--- config.mk ---
export PLATFORM = sky130hd
export DESIGN_NAME = sigma_bus_arb
export DESIGN_NICKNAME = d
export VERILOG_FILES = /design/src/rtl/sigma_bus_pkg.sv /design/src/rtl/sigma_rr_picker.sv /design/src/rtl/sigma_bus_arb.sv
export SDC_FILE = /design/constraint.sdc
export NUM_CORES = 1
export LEC_CHECK = 0
export CAP_MARGIN = 20
export CORE_AREA = 2 2 111 113
export DETAILED_ROUTE_END_ITERATION = 8
export DIE_AREA = 0 0 113 115
export RECOVER_POWER = 25
export SLEW_MARGIN = 30
export SYNTH_ARGS = -nofsm -noshare
export SYNTH_HDL_FRONTEND = slang
export SYNTH_SLANG_ARGS = --single-unit
--- constraint.sdc ---
create_clock -name clk_i -period 1.2 [get_ports clk_i]
set_clock_uncertainty 0.05 [all_clocks]
set_input_delay 0.24 -clock clk_i [delete_from_list [all_inputs] [get_ports clk_i]]
set_output_delay 0.24 -clock clk_i [all_outputs]
set_load 0.005 [all_outputs]
--- src/rtl/sigma_bus_pkg.sv ---
// sigma_bus_pkg: shared types and constants for the sigma system-bus arbiter
// and related blocks.
//   arb_state_e    - arbiter state (IDLE, REQ, RESP)
//   bus_t          - native 32/32 sigma bus request bundle (req, we, addr, be, wdata)
//   BUS_ERR_RDATA  - read data returned to a master whose read was aborted
//   ptr_width()    - width of a round-robin pointer for n masters (min 1 bit)
package sigma_bus_pkg;

  localparam int BUS_AW = 32;
  localparam int BUS_DW = 32;

  localparam logic [31:0] BUS_ERR_RDATA = 32'hDEADBEEF;

  typedef enum logic [1:0] {
    IDLE = 2'd0,
    REQ  = 2'd1,
    RESP = 2'd2
  } arb_state_e;

  typedef struct packed {
    logic                  req;
    logic                  we;
    logic [BUS_AW-1:0]     addr;
    logic [BUS_DW/8-1:0]   be;
    logic [BUS_DW-1:0]     wdata;
  } bus_t;

  // A single master still needs a 1-bit pointer so the vectors stay legal.
  function automatic int ptr_width(input int n);
    return (n > 1) ? $clog2(n) : 1;
  endfunction

endpackage

--- src/rtl/sigma_rr_picker.sv ---
// sigma_rr_picker: combinational round-robin selector. Scans req_i upward
// starting at ptr_i, wrapping at N-1 back to 0, and returns the first set bit.
// Shared with the interrupt controller.
// Parameters:
//   N   - number of request lines
//   PW  - pointer width (defaults to ptr_width(N))
// Ports:
//   req_i   in  N   request vector
//   ptr_i   in  PW  first position to consider
//   gnt_o   out N   one-hot selection, 0 when nothing requests
//   idx_o   out PW  index of the selection (0 when nothing requests)
//   valid_o out 1   some request was selected
module sigma_rr_picker
  import sigma_bus_pkg::*;
#(
  parameter int N  = 2,
  parameter int PW = ptr_width(N)
) (
  input  logic [N-1:0]  req_i,
  input  logic [PW-1:0] ptr_i,
  output logic [N-1:0]  gnt_o,
  output logic [PW-1:0] idx_o,
  output logic          valid_o
);

  int k;

  // ptr_i < N and i < N, so a single subtraction is enough to wrap k;
  // this keeps the scan correct when N is not a power of two.
  always_comb begin
    gnt_o   = '0;
    idx_o   = '0;
    valid_o = 1'b0;
    k       = 0;
    for (int i = 0; i < N; i++) begin
      k = int'(ptr_i) + i;
      if (k >= N) begin
        k = k - N;
      end
      if (!valid_o && req_i[k]) begin
        gnt_o[k] = 1'b1;
        idx_o    = PW'(k);
        valid_o  = 1'b1;
      end
    end
  end

endmodule

--- src/rtl/sigma_bus_arb.sv ---
// sigma_bus_arb: round-robin arbiter sharing the single sigma system-bus slave
// port between NM masters. A grant is held until the transaction completes:
// writes finish on the slave ack, reads finish on the slave response.
//
// Optional feature (macro SIGMA_BUS_ARB_TIMEOUT_EN): read-response watchdog.
// After TIMEOUT RESP cycles without s_resp_i the read is answered with
// BUS_ERR_RDATA, err_o pulses and the grant is released. Without the macro
// the arbiter waits indefinitely and err_o is 0.
//
// Parameters: NM masters (2..8), AW address width, DW data width, TIMEOUT.
// Ports:
//   clk_i, arst_i                 clock, asynchronous active-high reset
//   m_req_i/m_we_i [NM]           per-master request / write enable
//   m_addr_i  [NM*AW]             packed, master k at [k*AW +: AW]
//   m_be_i    [NM*DW/8]           packed byte enables
//   m_wdata_i [NM*DW]             packed write data
//   m_ack_o/m_resp_o [NM]         per-master accept / read-data-valid
//   m_rdata_o [DW]                read data broadcast to all masters
//   s_req_o, s_we_o, s_addr_o, s_be_o, s_wdata_o   slave-side request
//   s_ack_i, s_resp_i, s_rdata_i  slave accept / response / read data
//   grant_o [NM]                  one-hot owner, 0 when idle
//   err_o                         watchdog abort pulse
module sigma_bus_arb
  import sigma_bus_pkg::*;
#(
  parameter int NM      = 2,
  parameter int AW      = 32,
  parameter int DW      = 32,
  parameter int TIMEOUT = 1024
) (
  input  logic               clk_i,
  input  logic               arst_i,
  input  logic [NM-1:0]      m_req_i,
  input  logic [NM-1:0]      m_we_i,
  input  logic [NM*AW-1:0]   m_addr_i,
  input  logic [NM*DW/8-1:0] m_be_i,
  input  logic [NM*DW-1:0]   m_wdata_i,
  output logic [NM-1:0]      m_ack_o,
  output logic [NM-1:0]      m_resp_o,
  output logic [DW-1:0]      m_rdata_o,
  output logic               s_req_o,
  output logic               s_we_o,
  output logic [AW-1:0]      s_addr_o,
  output logic [DW/8-1:0]    s_be_o,
  output logic [DW-1:0]      s_wdata_o,
  input  logic               s_ack_i,
  input  logic               s_resp_i,
  input  logic [DW-1:0]      s_rdata_i,
  output logic [NM-1:0]      grant_o,
  output logic               err_o
);

  localparam int PW = ptr_width(NM);
  localparam int BW = DW / 8;

  arb_state_e    state_q, state_d;
  logic [PW-1:0] rr_ptr_q, rr_ptr_d;
  logic [NM-1:0] grant_q, grant_d;
  logic [PW-1:0] gidx_q, gidx_d;

  logic [NM-1:0] pick_gnt;
  logic [PW-1:0] pick_idx;
  logic          pick_valid;

  logic          gnt_req;
  logic [PW-1:0] next_ptr;
  logic          abort;

  sigma_rr_picker #(
    .N  (NM),
    .PW (PW)
  ) u_picker (
    .req_i   (m_req_i),
    .ptr_i   (rr_ptr_q),
    .gnt_o   (pick_gnt),
    .idx_o   (pick_idx),
    .valid_o (pick_valid)
  );

  assign gnt_req  = m_req_i[gidx_q];
  // Explicit wrap so NM need not be a power of two.
  assign next_ptr = (gidx_q == PW'(NM - 1)) ? '0 : gidx_q + PW'(1);
  assign grant_o  = grant_q;

`ifdef SIGMA_BUS_ARB_TIMEOUT_EN
  localparam int CW = $clog2(TIMEOUT) + 1;
  localparam logic [DW-1:0] ERR_RDATA = DW'(BUS_ERR_RDATA);

  logic [CW-1:0] cnt_q, cnt_d;

  // Counter is held at 0 during REQ so the first RESP cycle sees 0.
  always_comb begin
    cnt_d = cnt_q;
    if (state_q == REQ) begin
      cnt_d = '0;
    end else if (state_q == RESP) begin
      cnt_d = cnt_q + CW'(1);
    end
  end

  always_ff @(posedge clk_i or posedge arst_i) begin
    if (arst_i) begin
      cnt_q <= '0;
    end else begin
      cnt_q <= cnt_d;
    end
  end

  // A real response in the limit cycle wins over the abort.
  assign abort = (state_q == RESP) && !s_resp_i && (cnt_q == CW'(TIMEOUT - 1));
  assign err_o = abort;
`else
  assign abort = 1'b0;
  assign err_o = 1'b0;
`endif

  // Next-state logic. A granted master dropping req before ack is a
  // protocol violation: release without advancing the pointer.
  always_comb begin
    state_d  = state_q;
    rr_ptr_d = rr_ptr_q;
    grant_d  = grant_q;
    gidx_d   = gidx_q;
    case (state_q)
      IDLE: begin
        if (pick_valid) begin
          grant_d = pick_gnt;
          gidx_d  = pick_idx;
          state_d = REQ;
        end
      end
      REQ: begin
        if (!gnt_req) begin
          grant_d = '0;
          state_d = IDLE;
        end else if (s_ack_i) begin
          if (m_we_i[gidx_q]) begin
            grant_d  = '0;
            rr_ptr_d = next_ptr;
            state_d  = IDLE;
          end else begin
            state_d = RESP;
          end
        end
      end
      RESP: begin
        if (s_resp_i || abort) begin
          grant_d  = '0;
          rr_ptr_d = next_ptr;
          state_d  = IDLE;
        end
      end
      default: begin
        grant_d = '0;
        state_d = IDLE;
      end
    endcase
  end

  always_ff @(posedge clk_i or posedge arst_i) begin
    if (arst_i) begin
      state_q  <= IDLE;
      rr_ptr_q <= '0;
      grant_q  <= '0;
      gidx_q   <= '0;
    end else begin
      state_q  <= state_d;
      rr_ptr_q <= rr_ptr_d;
      grant_q  <= grant_d;
      gidx_q   <= gidx_d;
    end
  end

  // Slave-side mux and per-master handshakes are combinational from the
  // registered state, so reset clears them immediately.
  always_comb begin
    s_req_o   = 1'b0;
    s_we_o    = 1'b0;
    s_addr_o  = '0;
    s_be_o    = '0;
    s_wdata_o = '0;
    m_ack_o   = '0;
    m_resp_o  = '0;
    m_rdata_o = '0;
    if (state_q == REQ) begin
      s_req_o   = gnt_req;
      s_we_o    = m_we_i[gidx_q];
      s_addr_o  = m_addr_i[int'(gidx_q) * AW +: AW];
      s_be_o    = m_be_i[int'(gidx_q) * BW +: BW];
      s_wdata_o = m_wdata_i[int'(gidx_q) * DW +: DW];
      m_ack_o   = grant_q & {NM{s_ack_i & gnt_req}};
    end
    if (state_q == RESP) begin
      m_resp_o  = grant_q & {NM{s_resp_i | abort}};
`ifdef SIGMA_BUS_ARB_TIMEOUT_EN
      m_rdata_o = abort ? ERR_RDATA : s_rdata_i;
`else
      m_rdata_o = s_rdata_i;
`endif
    end
  end

endmodule

==> impl_metrics.toml <==
[place]
port_buffers = 283
routabilityCongestion = 0.850
placedCellCount = 673
dp_hpwl_um = 8750

[power_and_ir_drop]
power_leakage_uw = 0.00269
ir_drop_v = 0.000710
p_per_area_nw_per_um2 = 1700

[sta]
period_needed_ns = 1.84
hold_ws_ns = 0.325
drv_slew = 0
hold_viol_final = 0
layout_setup_ws_ns = -0.637
rsz0062_at_grt = "yes"
finalCritPeriodShare_pct = 153
fmax_mhz = 544
setup_viol = 112

[die]
die_w_um = 113
io_pins = 285
dieHeight_um = 115
core_area_um2 = 11800
die_area_um2 = 13000
core.rowCount = 40
start_util_pct = 13.7

[clock_tree]
clock_latency_ns = 0.23
cts_root_buffer = "clkbuf_16"
cts_hold_repair.buffers = 0
cts_buffers = 3
cts_tree = "done"
cts_max_path_buffers = 2
clock_sinks = 6
clkTransAtPathRegs_ns = 0.04
htree_levels = 1

[critical_path]
path_class = "reg -> out"
crit_arrival_ns = 1.55
crit_required_ns = 0.91
critPathCaptureType = "output port"
worstSetupStartpointType = "register"
crit_fanout = 8

[route]
wl_um = 12200
firstDrtPassIters = 6
ant_nets = 0
drt_iter0_drc = 102
vias = 3053
drc = 20
via_per_inst = 4.19
routedWlPerCell_um = 16.7

[finish]
area_delta_synth_final_pct = 261
antenna-diode-count = 0
final_common_cell = "clkdlybuf4s50_1"
fin_cells = 729
mostFrequentLayoutCells = "clkdlybuf4s50_1 (174), buf_2 (70), buf_6 (69)"
finalNetCount = 759
drive_gt1_share_pct = 55.5

[yosys]
yosysTopAreaCell = "mux2i_1"
netlist_area_um2 = 1620
ys_warn_count = 0
synth_top_area_share_pct = 43.8
synth_seq_cells = 6
yosysSeqAreaShare_pct = 9.25
synth.area.top_cells = "mux2i_1 (44%), nor2_1 (17%), and2_1 (12%)"
synth_cell_types = 25
syn-num-nets = 409
netlist_instances = 233
synth.avg_cell_area_um2 = 6.96

[global_routing]
grt_max_degree = 20
grt_pass1_vias = 3207
grt_first_pass_wirelength_um = 17900
grtUsageTotal_pct = 17.2
grt_overflow = 0
antenna_found_initial = 0

[status]
violations = "DRC, setup timing"
outcome = "finished, violations left"

[worst_hold_path]
min_path_type = "in -> async"

[job]
maxCapViolCount = 0
-- sequential cells by signal (all words and copies together), names as in the netlist --
signal / count
grant_o: 2
state_q: 2
gidx_q: 1
rr_ptr_q: 1
-- kinds of logic (layout without fill, tap and decap cells) --
| kind of cell | after synthesis | count (layout) | synth area share, % |
|---|---|---|---|
| AO/OA/AOI/OAI | 10 | 10 | 5.32 |
| buffers and inverters | 26 | 375 | 7.09 |
| flip-flops | 6 | 6 | 9.25 |
| multiplexers | 72 | 72 | 44.5 |
| other | 1 | 1 | 0.231 |
| AND/OR/NAND/NOR | 118 | 118 | 33.6 |
-- layer usage --
| layer | part of all wire, % | global-route usage [%] | wire length (um) |
|---|---|---|---|
| met5 | 0 | 0 | 0 |
| met4 | 0.41 | 1.54 | 50 |
| met3 | 9.8 | 3.37 | 1200 |
| met2 | 54 | 33.8 | 6610 |
| met1 | 35 | 20.1 | 4310 |
-- per-stage QoR --
stage / util (%) / worst slack, ns / area [um2] / TNS, ns / power, uW
2_1_floorplan: - / -0.135 / 1850 / -8.48 / 3650
3_3_place_gp: 42.4 / -0.806 / 5010 / -66.72 / 7280
3_5_place_dp: 42.4 / -0.831 / 5010 / -67.01 / 7320
4_1_cts: 47.5 / -0.628 / 5610 / -56.77 / 9380
5_1_grt: 49.6 / -0.670 / 5860 / -63.18 / 10600
6_report: 49.6 / -0.637 / 5860 / -58.81 / 9990
-- synth_stat cells --
cell type / count
nor2_1: 75
mux2i_1: 71
and2_1: 32
buf_2: 8
buf_1: 7
dfrtp_1: 6
inv_1: 6
clkbuf_1: 3
a21oi_1: 2
buf_4: 2
nand2b_1: 2
nand3_1: 2
nor2b_1: 2
nor4_1: 2
o2111ai_1: 2
o311ai_0: 2
a2bb2oi_1: 1
a31oi_1: 1
a32o_1: 1
conb_1: 1
mux2_2: 1
nand2_1: 1
nand3b_1: 1
nor3_1: 1
o41ai_2: 1
-- path summary, 6_finish.rpt --
check / cells past startpoint / from / end / slack, ns
min in group clk_i: 2 / rr_ptr_q / rr_ptr_q / 0.49
max in group asynchronous: 2 / arst_i / gidx_q / 0.54
min: 2 / arst_i / rr_ptr_q / 0.32
min reg2reg: 2 / rr_ptr_q / rr_ptr_q / 0.49
max: 6 / gidx_q / s_wdata_o[6] / -0.64
max reg2reg: 7 / gidx_q / grant_o[0] / -0.55
-- timing repair --
item | in CTS | in global routing
pin swaps | 38 | 29
resized for setup | 560 | 44
endpoints found under the setup margin | 113 | 112
buffers inserted | 39 | 7
endpoints found under the hold margin | 0 | 0
cloned | 7 | 1
-- critical path, cell delays in order, from the launching register on --
cell and delay [ns]:
dfrtp_4 0.51, buf_8 0.15, buf_8 0.13, buf_12 0.14, mux2i_2 0.20, nor2_2 0.05
buf_2 0.13
-- where the power goes --
group | switching [uW] | internal (uW)
combinational | 3630 | 5380
sequential | 93.7 | 308
clock | 129 | 442
total | 3860 | 6130
-- cell type report --
cell class / instances / area [um2]
Fill cell: 1107 / 5950
Timing Repair Buffer: 365 / 3570
Inverter: 6 / 22.5
Sequential cell: 6 / 155
Clock buffer: 4 / 78.8
Multi-Input combinational cell: 201 / 1850
Tap cell: 147 / 184
Power figures use the tool's default switching activity.
